`src/rtl/mac_seq_ctrl_if.sv`:
```
// Bus between the FC-layer sequencer and its memories, accumulator and output buffer.
interface mac_seq_ctrl_if #(
  parameter int IN_AW  = 10,
  parameter int W_AW   = 13,
  parameter int OUT_AW = 4
);
  logic                     start;
  logic                     busy;
  logic                     done;
  logic                     mem_re;
  logic [IN_AW-1:0]         in_addr;
  logic [W_AW-1:0]          w_addr;
  logic [OUT_AW-1:0]        b_addr;
  logic                     sel;
  logic                     en;
  logic                     out_we;
  logic [OUT_AW-1:0]        out_addr;
  logic signed [21:0]       acc_dout;
  logic [OUT_AW-1:0]        class_id;
  logic                     class_valid;

  modport master (
    input  start, acc_dout,
    output busy, done, mem_re, in_addr, w_addr, b_addr, sel, en,
           out_we, out_addr, class_id, class_valid
  );

  modport slave (
    output start, acc_dout,
    input  busy, done, mem_re, in_addr, w_addr, b_addr, sel, en,
           out_we, out_addr, class_id, class_valid
  );
endinterface

```
`src/rtl/mac_seq_ctrl.sv`:
```
// Fully-connected layer sequencer: walks (neuron, input) pairs, aligns acc seed/capture to read latency.
// Optional argmax tracker enabled by defining MAC_SEQ_ARGMAX_EN.
module mac_seq_ctrl #(
  parameter int N_IN   = 784,
  parameter int N_OUT  = 10,
  parameter int RD_LAT = 1,
  parameter int IN_AW  = 10,
  parameter int W_AW   = 13,
  parameter int OUT_AW = 4
) (
  input  logic           clk,
  input  logic           rst,
  mac_seq_ctrl_if.master bus
);

  typedef enum logic [1:0] {S_IDLE, S_RUN, S_DRAIN, S_DONE} state_t;

  state_t            r_state, w_next;
  logic [IN_AW-1:0]  r_i;
  logic [OUT_AW-1:0] r_n;
  logic [W_AW-1:0]   r_w;
  logic              r_out_we;
  logic [OUT_AW-1:0] r_out_addr;

  logic w_issue, w_first, w_last_i, w_last_all, w_sel, w_en, w_final_we;

  assign w_issue    = (r_state == S_RUN);
  assign w_first    = (r_i == '0);
  assign w_last_i   = (r_i == IN_AW'(N_IN - 1));
  assign w_last_all = w_last_i && (r_n == OUT_AW'(N_OUT - 1));
  assign w_final_we = r_out_we && (r_out_addr == OUT_AW'(N_OUT - 1));

  always_ff @(posedge clk or posedge rst) begin
    if (rst) r_state <= S_IDLE;
    else     r_state <= w_next;
  end

  always_comb begin
    w_next = r_state;
    case (r_state)
      S_IDLE:  if (bus.start) w_next = S_RUN;
      S_RUN:   if (w_last_all) w_next = S_DRAIN;
      S_DRAIN: if (w_final_we) w_next = S_DONE;
      S_DONE:  w_next = S_IDLE;
      default: w_next = S_IDLE;
    endcase
  end

  // Counters freeze on the final pair so addresses hold through DRAIN/DONE.
  always_ff @(posedge clk or posedge rst) begin
    if (rst) begin
      r_i <= '0;
      r_n <= '0;
      r_w <= '0;
    end else if ((r_state == S_IDLE && bus.start) || r_state == S_DONE) begin
      r_i <= '0;
      r_n <= '0;
      r_w <= '0;
    end else if (w_issue && !w_last_all) begin
      r_w <= r_w + 1'b1;
      if (w_last_i) begin
        r_i <= '0;
        r_n <= r_n + 1'b1;
      end else begin
        r_i <= r_i + 1'b1;
      end
    end
  end

  // Tag pipeline: stage 0 is the issue cycle, stage RD_LAT lines up with read data.
  wire [RD_LAT:0]             vld_pipe;
  wire [RD_LAT:0]             first_pipe;
  wire [RD_LAT:0]             last_pipe;
  wire [RD_LAT:0][OUT_AW-1:0] n_pipe;

  assign vld_pipe[0]   = w_issue;
  assign first_pipe[0] = w_first;
  assign last_pipe[0]  = w_last_i;
  assign n_pipe[0]     = r_n;

  for (genvar g = 1; g <= RD_LAT; g++) begin : g_stg
    logic              r_v, r_f, r_l;
    logic [OUT_AW-1:0] r_tn;
    always_ff @(posedge clk or posedge rst) begin
      if (rst) begin
        r_v  <= 1'b0;
        r_f  <= 1'b0;
        r_l  <= 1'b0;
        r_tn <= '0;
      end else begin
        r_v  <= vld_pipe[g-1];
        r_f  <= first_pipe[g-1];
        r_l  <= last_pipe[g-1];
        r_tn <= n_pipe[g-1];
      end
    end
    assign vld_pipe[g]   = r_v;
    assign first_pipe[g] = r_f;
    assign last_pipe[g]  = r_l;
    assign n_pipe[g]     = r_tn;
  end

  assign w_sel = vld_pipe[RD_LAT] & first_pipe[RD_LAT];
  assign w_en  = vld_pipe[RD_LAT] & last_pipe[RD_LAT];

  always_ff @(posedge clk or posedge rst) begin
    if (rst) begin
      r_out_we   <= 1'b0;
      r_out_addr <= '0;
    end else begin
      r_out_we <= w_en;
      if (w_en)                   r_out_addr <= n_pipe[RD_LAT];
      else if (r_state == S_DONE) r_out_addr <= '0;
    end
  end

`ifdef MAC_SEQ_ARGMAX_EN
  logic signed [21:0] r_max;
  logic [OUT_AW-1:0]  r_best, r_cls, w_best_nxt;
  logic               w_take;

  // Neuron 0 seeds the max; strict > keeps the lower index on ties.
  assign w_take     = r_out_we && ((r_out_addr == '0) || (bus.acc_dout > r_max));
  assign w_best_nxt = w_take ? r_out_addr : r_best;

  always_ff @(posedge clk or posedge rst) begin
    if (rst) begin
      r_max  <= '0;
      r_best <= '0;
      r_cls  <= '0;
    end else begin
      if (w_take) begin
        r_max  <= bus.acc_dout;
        r_best <= r_out_addr;
      end
      if (r_state == S_IDLE && bus.start)       r_cls <= '0;
      else if (r_state == S_DRAIN && w_final_we) r_cls <= w_best_nxt;
    end
  end

  assign bus.class_id    = r_cls;
  assign bus.class_valid = (r_state == S_DONE);
`else
  logic w_unused_acc;
  assign w_unused_acc    = ^bus.acc_dout;
  assign bus.class_id    = '0;
  assign bus.class_valid = 1'b0;
`endif

  assign bus.busy     = (r_state != S_IDLE);
  assign bus.done     = (r_state == S_DONE);
  assign bus.mem_re   = w_issue;
  assign bus.in_addr  = r_i;
  assign bus.w_addr   = r_w;
  assign bus.b_addr   = r_n;
  assign bus.sel      = w_sel;
  assign bus.en       = w_en;
  assign bus.out_we   = r_out_we;
  assign bus.out_addr = r_out_addr;

endmodule

```
`src/flat_wrapper.sv`:
```
// flat-port wrapper written by rule: the top's interface ports become plain ports
module mac_seq_ctrl_flat 
#(
  parameter int N_IN   = 784,
  parameter int N_OUT  = 10,
  parameter int RD_LAT = 1,
  parameter int IN_AW  = 10,
  parameter int W_AW   = 13,
  parameter int OUT_AW = 4
)
  (clk, rst, bus_start, bus_acc_dout, bus_busy, bus_done, bus_mem_re, bus_in_addr, bus_w_addr, bus_b_addr, bus_sel, bus_en, bus_out_we, bus_out_addr, bus_class_id, bus_class_valid);
  mac_seq_ctrl_if #(.IN_AW(IN_AW), .W_AW(W_AW), .OUT_AW(OUT_AW)) bus_i ();
  input  logic clk;
  input  logic rst;
  input wire logic [$bits(bus_i.start)-1:0] bus_start;
  input wire logic [$bits(bus_i.acc_dout)-1:0] bus_acc_dout;
  output wire logic [$bits(bus_i.busy)-1:0] bus_busy;
  output wire logic [$bits(bus_i.done)-1:0] bus_done;
  output wire logic [$bits(bus_i.mem_re)-1:0] bus_mem_re;
  output wire logic [$bits(bus_i.in_addr)-1:0] bus_in_addr;
  output wire logic [$bits(bus_i.w_addr)-1:0] bus_w_addr;
  output wire logic [$bits(bus_i.b_addr)-1:0] bus_b_addr;
  output wire logic [$bits(bus_i.sel)-1:0] bus_sel;
  output wire logic [$bits(bus_i.en)-1:0] bus_en;
  output wire logic [$bits(bus_i.out_we)-1:0] bus_out_we;
  output wire logic [$bits(bus_i.out_addr)-1:0] bus_out_addr;
  output wire logic [$bits(bus_i.class_id)-1:0] bus_class_id;
  output wire logic [$bits(bus_i.class_valid)-1:0] bus_class_valid;
  assign bus_i.start = bus_start;
  assign bus_i.acc_dout = bus_acc_dout;
  assign bus_busy = bus_i.busy;
  assign bus_done = bus_i.done;
  assign bus_mem_re = bus_i.mem_re;
  assign bus_in_addr = bus_i.in_addr;
  assign bus_w_addr = bus_i.w_addr;
  assign bus_b_addr = bus_i.b_addr;
  assign bus_sel = bus_i.sel;
  assign bus_en = bus_i.en;
  assign bus_out_we = bus_i.out_we;
  assign bus_out_addr = bus_i.out_addr;
  assign bus_class_id = bus_i.class_id;
  assign bus_class_valid = bus_i.class_valid;
  mac_seq_ctrl #(.N_IN(N_IN), .N_OUT(N_OUT), .RD_LAT(RD_LAT), .IN_AW(IN_AW), .W_AW(W_AW), .OUT_AW(OUT_AW)) u_core (.clk(clk), .rst(rst), .bus(bus_i));
endmodule
```
`config.mk`:
```
export PLATFORM = sky130hd
export DESIGN_NAME = mac_seq_ctrl_flat
export DESIGN_NICKNAME = d
export VERILOG_FILES = /design/src/rtl/mac_seq_ctrl_if.sv /design/src/rtl/mac_seq_ctrl.sv /design/src/flat_wrapper.sv
export SDC_FILE = /design/constraint.sdc
export NUM_CORES = 1
export LEC_CHECK = 0
export CORE_MARGIN = 1.5
export CORE_UTILIZATION = 45
export CTS_CLUSTER_SIZE = 25
export DETAILED_ROUTE_END_ITERATION = 8
export PLACE_DENSITY = 0.8
export SYNTH_ARGS = -nofsm -noshare
export SYNTH_HDL_FRONTEND = slang
export SYNTH_SLANG_ARGS = --single-unit
```
`constraint.sdc`:
```
create_clock -name clk -period 4 [get_ports clk]
set_input_delay 0.8 -clock clk [delete_from_list [all_inputs] [get_ports clk]]
set_output_delay 0.8 -clock clk [all_outputs]
set_load 0.01 [all_outputs]
```
==> impl_metrics.toml <==
[cts]
ctsResizeCount = 0
clock-sinks = 41
clkLatencyLatePin_ns = 0.30
clk_path_buf_depth = 2
root_buffer = "clkbuf_8"
cts_hold_buf = 0
cts_setup_buffers = 0
cts_tree = "built"
numCtsBuffers = 5
cts_max_level = 2
clkTransAtPathRegs_ns = 0.07

[timing]
worst_slew_pin_slew_ns = 0.826
setup_viol = 0
hold_violations = 0
fmax_mhz = 353
rsz0062_at_grt = "false"
worst_slack_ns = 1.17
layout_min_cycle_time_ns = 2.83
period_share = 0.708
slew_viol_final = 0
setup_tns_ns = 0
fin_worst_skew_ns = 0.00846
slew_headroom = 0.449

[layout]
diodes = 0
fillCellCount = 421
num-nets-final = 292
fin_util = 0.569
drive_gt1_frac = 0.0661
syn2layout_area_growth_pct = 22.5

[route]
wl_per_cell_um = 14.8
finalWirelength_um = 4600
vias_per_cell = 5.74
drc = 0
drt-initial-drc-count = 77
drtAntennaViolNets = 0
firstDrtPassIters = 4
num_vias = 1785

[place]
io_buffers = 39
gp_congestion = 0.804
dp_hpwl_um = 3090
post-place-ws_ns = 1.46

[critical_path]
critPathLaunchType = "register"
reg2reg_depth = 6
endpoint_kind = "primary output"
crit_type = "register to primary output"
crit_arrival_ns = 2.03
r2r-end = "u_core.bus.in_addr[7]"
ff2ff_setup_slack_ns = 1.59
r2r_start = "u_core.r_state[1]"
cp_max_fo = 15
critPathRequiredTime_ns = 3.20

[synthesis]
yosysWarnings = 0
yosys.area.top_type = "dfrtp_1"
synth_cell_types = 45
synthTopCellsByArea = "dfrtp_1, ha_1, nand2_1"
synth_area_mm2 = 0.00218
ys_ff_latch = 41
netlist_instances = 219
syn_area_per_cell_um2 = 9.94
synth_edf_count = 0
synth_flop_cell = "dfrtp_1"
synth_top_area_share = 0.471
synth_seq_area_share = 0.471
ys_async_sr_fraction = 1.00

[worst_hold_path]
hp-start = "u_core.g_stg[1].r_tn[0]"
hold_end = "u_core.bus.out_addr[0]"
whs_path_depth = 2
hp-class = "register to register"

[die]
core_mm2 = 0.00469
ios = 67
placementRows = 25
die-area_mm2 = 0.00526
die_h_um = 72.6
start_util = 0.464
fp.dieW_um = 72.6

[global_route]
overflow = 0
grt_pass1_wl_um = 7780
grt_max_degree = 42
antenna_found_initial = 0
grt_pass1_vias = 1744
grt_usage = 0.189

[power_and_ir_drop]
p_comb_frac = 0.018
p_per_area_mw_per_mm2 = 282
switchingPower_w = 0.000155
leakage_nw = 1.18
p_int_w = 0.000598
clkPwrFrac = 0.433
seqPwrFrac = 0.550
ir_drop_mv = 0.202
p_sw_frac = 0.206

[flow_run]
max_cap_viol_count = 0

[status]
status = "finished, final reports clean"
[state kept, by name, indices dropped and copies added (netlist names)]
name                 flops
u_core.bus.out_we        1
u_core.bus.w_addr       13
u_core.bus.in_addr      10
u_core.r_state           2
u_core.g_stg.r_v         1
u_core.g_stg.r_l         1
u_core.bus.b_addr        4
u_core.g_stg.r_f         1
u_core.bus.out_addr      4
u_core.g_stg.r_tn        4
[area by class of cell]
type,instances,area [um2],share of cell area
multi-input combinational,156,1020,0.382
timing repair buffer,41,405,0.152
tap,54,67.6,0.0253
clock buffer,5,68.8,0.0258
clock inverter,2,35.0,0.0131
sequential,41,1030,0.385
inverter,12,45.0,0.0169
[placed cells by master (no fill, tap or decap), types with 2 or more instances in the layout]
master | synthesis | routed
xnor2_1 | 3 | 3
nor2_1 | 8 | 8
and2_1 | 7 | 7
a311oi_1 | 2 | 2
o21ai_0 | 8 | 8
nor4_1 | 2 | 2
nand3_1 | 9 | 9
a211oi_1 | 2 | 2
a21oi_1 | 19 | 19
or4b_2 | 2 | 2
or3_1 | 4 | 4
conb_1 | 1 | 5
and4_1 | 3 | 3
nand4_1 | 6 | 6
a31o_2 | 2 | 2
dfrtp_1 | 41 | 41
clkbuf_8 | 0 | 5
nand3b_1 | 5 | 5
or4_1 | 8 | 8
a31oi_1 | 2 | 2
inv_1 | 12 | 12
and3_1 | 2 | 2
nand2_1 | 26 | 26
ha_1 | 10 | 10
clkdlybuf4s50_1 | 0 | 39
o31ai_1 | 4 | 4
buf_4 | 6 | 2
[power groups by stage]
stage                     Clock, W  Sequential, W  Combinational [W]
after global routing      0.000349       0.000414          0.0000160
final                     0.000326       0.000414          0.0000134
after detailed placement         0       0.000422          0.0000141
after global placement           0       0.000422          0.0000140
after floorplan                  0       0.000422          0.0000121
after CTS                 0.000333       0.000414          0.0000140
[critical path, cell delays in order, from the launching register on]
cell,delay (ns)
dfrtp_1,0.41
inv_1,0.11
ha_1,0.56
clkdlybuf4s50_1,0.65
[metal layers]
| layer | up-vias | track usage | share of wire |
|---|---|---|---|
| met3 | 7 | 0.0264 | 0.034 |
| met1 | 873 | 0.237 | 0.46 |
| met5 | - | 0 | 0 |
| met4 | 0 | 0.113 | 0.020 |
| li1 | 861 | - | - |
| met2 | 44 | 0.309 | 0.49 |
[cell usage after synthesis (2+ instances only)]
| cell type | instances |
|---|---|
| a211oi_1 | 2 |
| a21oi_1 | 19 |
| a311oi_1 | 2 |
| a31o_2 | 2 |
| a31oi_1 | 2 |
| and2_1 | 7 |
| and3_1 | 2 |
| and4_1 | 3 |
| buf_4 | 6 |
| buf_6 | 2 |
| clkbuf_1 | 5 |
| dfrtp_1 | 41 |
| ha_1 | 10 |
| inv_1 | 12 |
| nand2_1 | 26 |
| nand3_1 | 9 |
| nand3b_1 | 5 |
| nand4_1 | 6 |
| nor2_1 | 8 |
| nor4_1 | 2 |
| o21ai_0 | 8 |
| o31ai_1 | 4 |
| or3_1 | 4 |
| or4_1 | 8 |
| or4b_2 | 2 |
| xnor2_1 | 3 |
[per-stage QoR]
stage	power (W)	area, um2	hold WS, ns	instances
2_1_floorplan	0.000434	2190	0.414	223
3_3_place_gp	0.000436	2560	0.420	304
3_5_place_dp	0.000436	2560	0.427	304
4_1_cts	0.000761	2670	0.446	311
5_1_grt	0.000779	2670	0.464	311
6_report	0.000753	2670	0.443	311
[worst max path at each step]
| stage | startpoint | endpoint | cells after the start |
|---|---|---|---|
| after floorplan | u_core.bus.in_addr[4] | u_core.r_state[1] | 5 |
| after global placement | bus_start | u_core.bus.in_addr[9] | 4 |
| after detailed placement | bus_start | u_core.bus.w_addr[6] | 4 |
| after CTS | u_core.r_state[1] | bus_mem_re | 3 |
| after global routing | u_core.r_state[1] | bus_mem_re | 3 |
| final | u_core.r_state[1] | bus_mem_re | 3 |
[cells by family after synthesis]
| logic type | share of synthesized area |
|---|---|
| XOR/XNOR | 0.0121 |
| adder cells (fa/ha/maj) | 0.0575 |
| other | 0.00172 |
| AND/OR/NAND/NOR | 0.220 |
| buffers and inverters | 0.0672 |
| AO/OA/AOI/OAI | 0.160 |
| multiplexers | 0.00977 |
| flip-flops | 0.471 |
(Power assumes the default switching activity.)
